--- config.mk ---
export PLATFORM = sky130hd
export DESIGN_NAME = fft_output_streamer_flat
export DESIGN_NICKNAME = d
export VERILOG_FILES = /design/src/rtl/fft_output_streamer_if.sv /design/src/rtl/fft_output_streamer.sv /design/src/flat_wrapper.sv
export SDC_FILE = /design/constraint.sdc
export NUM_CORES = 1
export LEC_CHECK = 0
export ABC_AREA = 1
export BUFFER_PORTS_ARGS = -buffer_cell sky130_fd_sc_hd__buf_2
export CORE_MARGIN = 10
export CORE_UTILIZATION = 55
export CTS_CLUSTER_SIZE = 30
export DETAILED_ROUTE_END_ITERATION = 8
export MAX_ROUTING_LAYER = met4
export PLACE_DENSITY = 0.87
export SYNTH_ARGS = -nofsm -noshare
export SYNTH_HDL_FRONTEND = slang
export SYNTH_SLANG_ARGS = --single-unit
--- constraint.sdc ---
create_clock -name clk -period 7.25 [get_ports clk]
set_input_delay 1.45 -clock clk [delete_from_list [all_inputs] [get_ports clk]]
set_output_delay 1.45 -clock clk [all_outputs]
set_load 0.005 [all_outputs]
--- src/rtl/fft_output_streamer_if.sv ---
`timescale 1ns/1ps
// Bus bundle for fft_output_streamer: control, memory read port and output stream.
interface fft_output_streamer_if #(
   parameter int ADDR_W = 8,
   parameter int DATA_W = 32
);
   logic              start;
   logic              busy;
   logic              done;
   logic              mem_rd_en;
   logic [ADDR_W-1:0] mem_rd_addr;
   logic [DATA_W-1:0] mem_rd_data;
   logic              m_valid;
   logic              m_ready;
   logic [DATA_W-1:0] m_data;
   logic              m_last;
   logic [ADDR_W-1:0] m_index;

   modport master (
      input  start, mem_rd_data, m_ready,
      output busy, done, mem_rd_en, mem_rd_addr, m_valid, m_data, m_last, m_index
   );

   modport slave (
      output start, mem_rd_data, m_ready,
      input  busy, done, mem_rd_en, mem_rd_addr, m_valid, m_data, m_last, m_index
   );
endinterface

--- src/rtl/fft_output_streamer.sv ---
`timescale 1ns/1ps
// Unloads one N-word frame from the FFT memory's synchronous read port into a
// valid/ready stream through a 2-entry skid FIFO, optionally in bit-reversed read order.
module fft_output_streamer #(
   parameter int ADDR_W = 8,
   parameter int DATA_W = 32,
   parameter int BITREV = 0
) (
   input logic                   clk,
   input logic                   rst_n,
   fft_output_streamer_if.master bus
);

   localparam logic [ADDR_W-1:0] LAST_IDX = '1;

   typedef enum logic [1:0] {
      IDLE  = 2'd0,
      RUN   = 2'd1,
      DRAIN = 2'd2
   } state_t;

   typedef struct packed {
      logic [DATA_W-1:0] data;
      logic [ADDR_W-1:0] index;
      logic              last;
   } beat_t;

   state_t            state;
   logic              busy_q;
   logic              done_q;
   logic [ADDR_W-1:0] issue_cnt;
   logic [ADDR_W-1:0] inflight_idx;
   logic              inflight;
   beat_t             fifo_mem [2];
   beat_t             head;
   logic              wr_ptr;
   logic              rd_ptr;
   logic [1:0]        occ;
   logic [2:0]        pending;
   logic              valid;
   logic              pop;
   logic              push;
   logic              issue;

   function automatic logic [ADDR_W-1:0] bit_reverse(input logic [ADDR_W-1:0] v);
      logic [ADDR_W-1:0] r;
      r = '0;
      for (int i = 0; i < ADDR_W; i++) r[i] = v[ADDR_W-1-i];
      return r;
   endfunction

   assign head  = fifo_mem[rd_ptr];
   assign valid = (occ != 2'd0);
   assign pop   = valid & bus.m_ready;
   assign push  = inflight;

   // Slots already committed next cycle: held entries plus the word in flight, minus the one leaving now.
   assign pending = {1'b0, occ} + {2'b00, inflight} - {2'b00, pop};
   assign issue   = (state == RUN) && (pending < 3'd2);

   assign bus.busy        = busy_q;
   assign bus.done        = done_q;
   assign bus.mem_rd_en   = issue;
   assign bus.mem_rd_addr = (BITREV != 0) ? bit_reverse(issue_cnt) : issue_cnt;
   assign bus.m_valid     = valid;
   assign bus.m_data      = valid ? head.data  : '0;
   assign bus.m_last      = valid & head.last;
   assign bus.m_index     = valid ? head.index : '0;

   // NOTE: sequential state uses non-blocking assignments so every register
   // samples pre-edge values regardless of block ordering.
   always_ff @(posedge clk) begin
      if (!rst_n) begin
         state  <= IDLE;
         busy_q <= 1'b0;
         done_q <= 1'b0;
      end else begin
         done_q <= 1'b0;
         case (state)
            IDLE: begin
               if (bus.start) begin
                  state  <= RUN;
                  busy_q <= 1'b1;
               end
            end
            RUN: begin
               if (issue && (issue_cnt == LAST_IDX)) state <= DRAIN;
            end
            DRAIN: begin
               if (pop && head.last) begin
                  state  <= IDLE;
                  busy_q <= 1'b0;
                  done_q <= 1'b1;
               end
            end
            default: begin
               state  <= IDLE;
               busy_q <= 1'b0;
            end
         endcase
      end
   end

   always_ff @(posedge clk) begin
      if (!rst_n) begin
         inflight     <= 1'b0;
         issue_cnt    <= '0;
         inflight_idx <= '0;
      end else begin
         inflight <= issue;
         if (issue) begin
            issue_cnt    <= issue_cnt + 1'b1;
            inflight_idx <= issue_cnt;
         end
      end
   end

   always_ff @(posedge clk) begin
      if (!rst_n) begin
         occ    <= 2'd0;
         wr_ptr <= 1'b0;
         rd_ptr <= 1'b0;
      end else begin
         occ <= occ + {1'b0, push} - {1'b0, pop};
         if (push) wr_ptr <= ~wr_ptr;
         if (pop)  rd_ptr <= ~rd_ptr;
      end
   end

   // NOTE: the FIFO storage is deliberately not reset; occ gates every read of it
   // and the outputs are forced to zero whenever it is empty.
   always_ff @(posedge clk) begin
      if (push) begin
         fifo_mem[wr_ptr] <= '{data: bus.mem_rd_data, index: inflight_idx,
                               last: (inflight_idx == LAST_IDX)};
      end
   end

endmodule

--- src/flat_wrapper.sv ---
// flat-port wrapper written by rule: the top's interface ports become plain ports
module fft_output_streamer_flat 
#(
   parameter int ADDR_W = 8,
   parameter int DATA_W = 32,
   parameter int BITREV = 0
)
  (clk, rst_n, bus_start, bus_mem_rd_data, bus_m_ready, bus_busy, bus_done, bus_mem_rd_en, bus_mem_rd_addr, bus_m_valid, bus_m_data, bus_m_last, bus_m_index);
  fft_output_streamer_if #(.ADDR_W(ADDR_W), .DATA_W(DATA_W)) bus_i ();
  input logic clk;
  input logic rst_n;
  input wire logic [$bits(bus_i.start)-1:0] bus_start;
  input wire logic [$bits(bus_i.mem_rd_data)-1:0] bus_mem_rd_data;
  input wire logic [$bits(bus_i.m_ready)-1:0] bus_m_ready;
  output wire logic [$bits(bus_i.busy)-1:0] bus_busy;
  output wire logic [$bits(bus_i.done)-1:0] bus_done;
  output wire logic [$bits(bus_i.mem_rd_en)-1:0] bus_mem_rd_en;
  output wire logic [$bits(bus_i.mem_rd_addr)-1:0] bus_mem_rd_addr;
  output wire logic [$bits(bus_i.m_valid)-1:0] bus_m_valid;
  output wire logic [$bits(bus_i.m_data)-1:0] bus_m_data;
  output wire logic [$bits(bus_i.m_last)-1:0] bus_m_last;
  output wire logic [$bits(bus_i.m_index)-1:0] bus_m_index;
  assign bus_i.start = bus_start;
  assign bus_i.mem_rd_data = bus_mem_rd_data;
  assign bus_i.m_ready = bus_m_ready;
  assign bus_busy = bus_i.busy;
  assign bus_done = bus_i.done;
  assign bus_mem_rd_en = bus_i.mem_rd_en;
  assign bus_mem_rd_addr = bus_i.mem_rd_addr;
  assign bus_m_valid = bus_i.m_valid;
  assign bus_m_data = bus_i.m_data;
  assign bus_m_last = bus_i.m_last;
  assign bus_m_index = bus_i.m_index;
  fft_output_streamer #(.ADDR_W(ADDR_W), .DATA_W(DATA_W), .BITREV(BITREV)) u_core (.clk(clk), .rst_n(rst_n), .bus(bus_i));
endmodule
* After elaboration in Yosys (flattened, before gate mapping) *
Memory sizes are Yosys's and may differ from the RTL's. A register that Yosys moved wholly into a read port is not among the register bits.
Cells that the tools add are included.

word-level totals
  flip-flop bits (word level) = 25
  bits in latches = 0
  RAM bits = 82
  bits in read-only memories = 0
  word-level logic and storage cells = 50
  memories = 1

memories
  name             depth  width  rd ports  clocked after memory_dff  wr ports  line                       source
  u_core.fifo_mem  2      41     1         1                         1         fft_output_streamer.sv:34  beat_t fifo_mem [2];

cells by class
  $add $sub $neg = 5
  multipliers = 0
  divide/modulo/power cells = 0
  $lt $le $gt $ge = 1
  eq/ne operators = 7
  shift operators = 0
  multiplexer cells = 14
  bitwise operators = 5
  reduce and logical (&&, ||, !) cells = 8

operators by type and width
  operator                                                number
  two-way mux 32 bit                                      1
  == test 8 bit (second input constant)                   2
  adder 8 x 1 -> 8 bit (second input constant)            1
  two-way mux 8 bit                                       1
  two-way mux 1 bit                                       7
  two-way mux 2 bit                                       3
  one-hot mux 2 bit (3 select lines)                      1
  AND reduction 3 bit                                     2
  inequality test 2 bit (second input constant)           2
  adder 2 x 1 -> 3 bit                                    1
  logical AND 1 bit                                       3
  < comparator 3 x 2 -> 1 bit (second input constant)     1
  inverter 1 bit                                          3
  one-hot mux 1 bit (3 select lines)                      1
  subtractor 3 x 1 -> 3 bit                               1
  adder 2 x 1 -> 2 bit                                    1
  bitwise AND 1 bit                                       2
  == test 2 x 1 -> 1 bit (second input constant)          1
  == test 2 bit (second input constant)                   1
  logical NOT 2 bit                                       1
  inequality test 2 x 1 -> 1 bit (second input constant)  1
  AND reduction 2 bit                                     1
  nonzero test 2 bit                                      1
  subtractor 2 x 1 -> 2 bit                               1

* Logic depth before layout (Yosys ltp) *
  depth after elaboration = 8
  mapped depth = 13

* Least setup slack after synthesis *
OpenSTA, ideal clock, no wires.

  path type = input port to output port
  start = input port bus_m_ready
  end = output port bus_mem_rd_en
  data arrival time = 2.983 ns
  data required time = 5.800 ns
  path slack = 2.817 ns
  stages = 10
  path buffers = 1
  path through = inv_1 nor2_2 ha_1 inv_1 ha_1 fa_1 inv_1 nand2_1 nor2_4 buf_4

between the ends
  longest elaborated chain between the ends = 4

ends and longest elaborated chain
  item                         line                       source
  start, declared              flat_wrapper.sv:14         input wire logic [$bits(bus_i.m_ready)-1:0] bus_m_ready;
  bitwise AND 1 bit            fft_output_streamer.sv:54  assign pop = valid & bus.m_ready;
  named net u_core.pop         fft_output_streamer.sv:41  logic pop;
  subtractor 3 x 1 -> 3 bit    fft_output_streamer.sv:58  assign pending = {1'b0, occ} + {2'b00, inflight} - {2'b00, pop};
  named net u_core.pending[1]  fft_output_streamer.sv:39  logic [2:0] pending;
  < comparator 3 x 2 -> 1 bit  fft_output_streamer.sv:59  assign issue = (state == RUN) && (pending < 3'd2);
  logical AND 1 bit            fft_output_streamer.sv:59
  end, declared                flat_wrapper.sv:17         output wire logic [$bits(bus_i.mem_rd_en)-1:0] bus_mem_rd_en;

The timed path passes the listed nets, and every way through them passes these cells.

* Worst setup path in the final report *
  start = register u_core.occ[1]
  end = output port bus_mem_rd_en

between the ends
  longest elaborated chain between the ends = 5

ends and longest elaborated chain
  item                         line                        source
  start, declared              fft_output_streamer.sv:38   logic [1:0] occ;
  start signal, assigned       fft_output_streamer.sv:124  occ <= occ + {1'b0, push} - {1'b0, pop};
  nonzero test 2 bit           fft_output_streamer.sv:53   assign valid = (occ != 2'd0);
  bitwise AND 1 bit            fft_output_streamer.sv:54
  named net u_core.pop         fft_output_streamer.sv:41
  subtractor 3 x 1 -> 3 bit    fft_output_streamer.sv:58
  named net u_core.pending[1]  fft_output_streamer.sv:39
  < comparator 3 x 2 -> 1 bit  fft_output_streamer.sv:59
  logical AND 1 bit            fft_output_streamer.sv:59

The timed path passes the listed nets, and every way through them passes these cells.

==> out/results.ini <==
[drt]
via_count = 2908
wl_met3_um = 560
via_per_inst = 5.17
met2_length_mm = 4.33
wl_met1_mm = 3.61
wl_mm = 8.63
drc = 0
wl_per_cell_um = 15.3
drt-initial-drc-count = 145
firstDrtPassIters = 4
ant_nets = 0
top_layer_used = met4

[cts]
clk_latency_ns = 0.36
cts_tree = built
cts_setup_buffers = 0
cts_resized = 0
hold_buffers = 0
cts_max_level = 3
clock_path_buffers = 2
clock-root-buffer = clkbuf_8
clkTransAtPathRegs_ns = 0.09
numCtsBuffers = 9
cts.sinks = 108

[layout]
final_util_pct = 66.8
nNetsFinal = 499
antenna_cells = 0
syn_to_final_growth_pct = 16.8
fillers = 558
fin_area_um2 = 4890
drive_gt1_share_pct = 24.4

[critical_path]
required_ns = 5.80
critPathLaunchType = register
end_kind = primary output
crit_fanout = 43
worstSetupPathType = register to primary output
r2r_cells = 12
crit_arrival_ns = 3.53

[placement]
dpl_cell_area_um2 = 4710
hpwl_mm = 5.85
globalplace.congestion = 0.781
numPortBuffers = 88

[timing]
fin_setup_tns_ns = 0
rsz0062_at_grt = no
fin_crit_ns = 4.98
fin_crit_sh_pct = 68.6
setup_viol = 0
hold_viol = 0
tightest_slew_ns = 1.14
fin_skew_ns = 0.0102
slew_headroom_pct = 23.5
fmax_ghz = 0.201
maxSlewViolCount = 0

[die]
initial_utilization_pct = 57.1
num_rows = 31
boundaryPins = 89
die_area_um2 = 11500
die_y_um = 107
core-area_um2 = 7330
die_w_um = 107

[yosys]
netlist_area_um2 = 4190
synth_nets = 414
ys_ff_latch = 108
netlist.area_leader.share_pct = 58.8
ys_types = 24
seq_area_frac_synth_pct = 71.2
ys_top_cells_by_area = edfxtp_1, dfxtp_1, nand2_1
ys_warn_count = 0
yosysTopAreaCell = edfxtp_1
syn_inst = 374
syn_area_per_cell_um2 = 11.2

[global_route]
grt_pass1_wl_mm = 13.5
antenna_found_initial = 0
overflow = 0
grt_pass1_vias = 2847
grt_max_degree = 44
track_usage_pct = 15.1

[status]
outcome = finished clean

[run]
max_cap_viol_count = 0

[power]
ir_drop_uv = 189
power.density_nw_per_um2 = 310
power_leakage_nw = 2.01

[min_path]
worstHoldPathCells = 1
min_path_type = register to register

## sequential cells by signal, indices dropped and copies added (netlist names), named ones only
signal and cells:
u_core.fifo_mem 82, u_core.inflight_idx 8, u_core.wr_ptr 1, u_core.bus.mem_rd_addr 8, u_core.rd_ptr 1, u_core.inflight 1, u_core.bus.done 1, u_core.occ 2
u_core.bus.busy 1, u_core.state 2
## layout make-up
type                    count  area [um^2]  area share, %
well taps                  99          124           2.53
clock buffers               9          124           2.53
repair buffers             91          463           9.46
multi-input cells         225         1050           21.5
flip-flops and latches    108         2980           61.0
inverters                  24         90.1           1.84
clock inverters             7         58.8           1.20
## worst max-delay path, stage by stage, from the launching register on
cell and delay (ns):
dfxtp_1 0.38, nor2_4 0.80, nor2_2 0.13, ha_1 0.33
inv_1 0.05, ha_1 0.18, fa_1 0.49, inv_1 0.08
nand2_1 0.08, nor2_4 0.44, buf_2 0.21
## cell families (layout without fill, tap and decap cells)
| kind of cell | after synthesis | in the layout | synth area share (%) |
|---|---|---|---|
| adder cells (fa/ha/maj) | 4 | 4 | 1.37 |
| XOR/XNOR | 2 | 2 | 0.418 |
| flip-flops | 108 | 108 | 71.2 |
| AO/OA/AOI/OAI | 67 | 67 | 8.39 |
| AND/OR/NAND/NOR | 152 | 152 | 14.6 |
| buffers and inverters | 41 | 131 | 4.00 |
## layout by cell type (no fill, tap or decap), types with 5 or more instances in the layout
cell / n
a21oi_1: 53
buf_2: 88
clkbuf_8: 9
dfxtp_1: 26
edfxtp_1: 82
inv_1: 24
nand2_1: 111
nand3_1: 6
nand4_1: 5
nor2_1: 21
o21ai_0: 11
## cells in the mapped netlist (all sizes together)
| master | count |
|---|---|
| nor4 | 1 |
| nor3 | 3 |
| edfxtp | 82 |
| xor2 | 1 |
| nand3 | 6 |
| dfxtp | 26 |
| clkbuf | 13 |
| o21ai | 11 |
| fa | 1 |
| a31oi | 1 |
| inv | 24 |
| nand4 | 5 |
| nor2 | 25 |
| ha | 3 |
| a211oi | 2 |
| a21oi | 53 |
| buf | 4 |
| xnor2 | 1 |
| nand2 | 112 |
## worst paths after layout
| path | slack, ns | endpoint | start |
|---|---|---|---|
| hold / removal | 0.46 | u_core.rd_ptr | u_core.rd_ptr |
| setup / recovery | 2.27 | bus_mem_rd_en | u_core.occ[1] |
| hold reg to reg | 0.46 | u_core.rd_ptr | u_core.rd_ptr |
| setup reg to reg | 3.87 | u_core.bus.mem_rd_addr[4] | u_core.occ[1] |
## where the power goes
| group | leakage (nW) | internal, mW | total (mW) | switching, mW |
|---|---|---|---|---|
| combinational | 0.963 | 0.147 | 0.419 | 0.272 |
| clock | 0.0873 | 0.130 | 0.332 | 0.202 |
| sequential | 0.961 | 0.732 | 0.765 | 0.0331 |
## metrics by stage
stage,setup WS (ns),std cells,hold slack (ns),power [mW]
3_3_place_gp,2.37,547,0.442,1.19
4_1_cts,2.26,563,0.458,1.53
3_5_place_dp,2.31,547,0.445,1.20
2_1_floorplan,2.82,374,0.425,1.03
5_1_grt,2.02,563,0.497,1.61
6_report,2.27,563,0.462,1.52
## metal layers
metal / track usage, % / up-vias
met2: 25.0 / 95
li1: - / 1444
met1: 17.2 / 1358
met3: 3.53 / 11
met5: - / -
met4: 6.87 / 0
No activity file was read; power rests on OpenSTA's default activity.
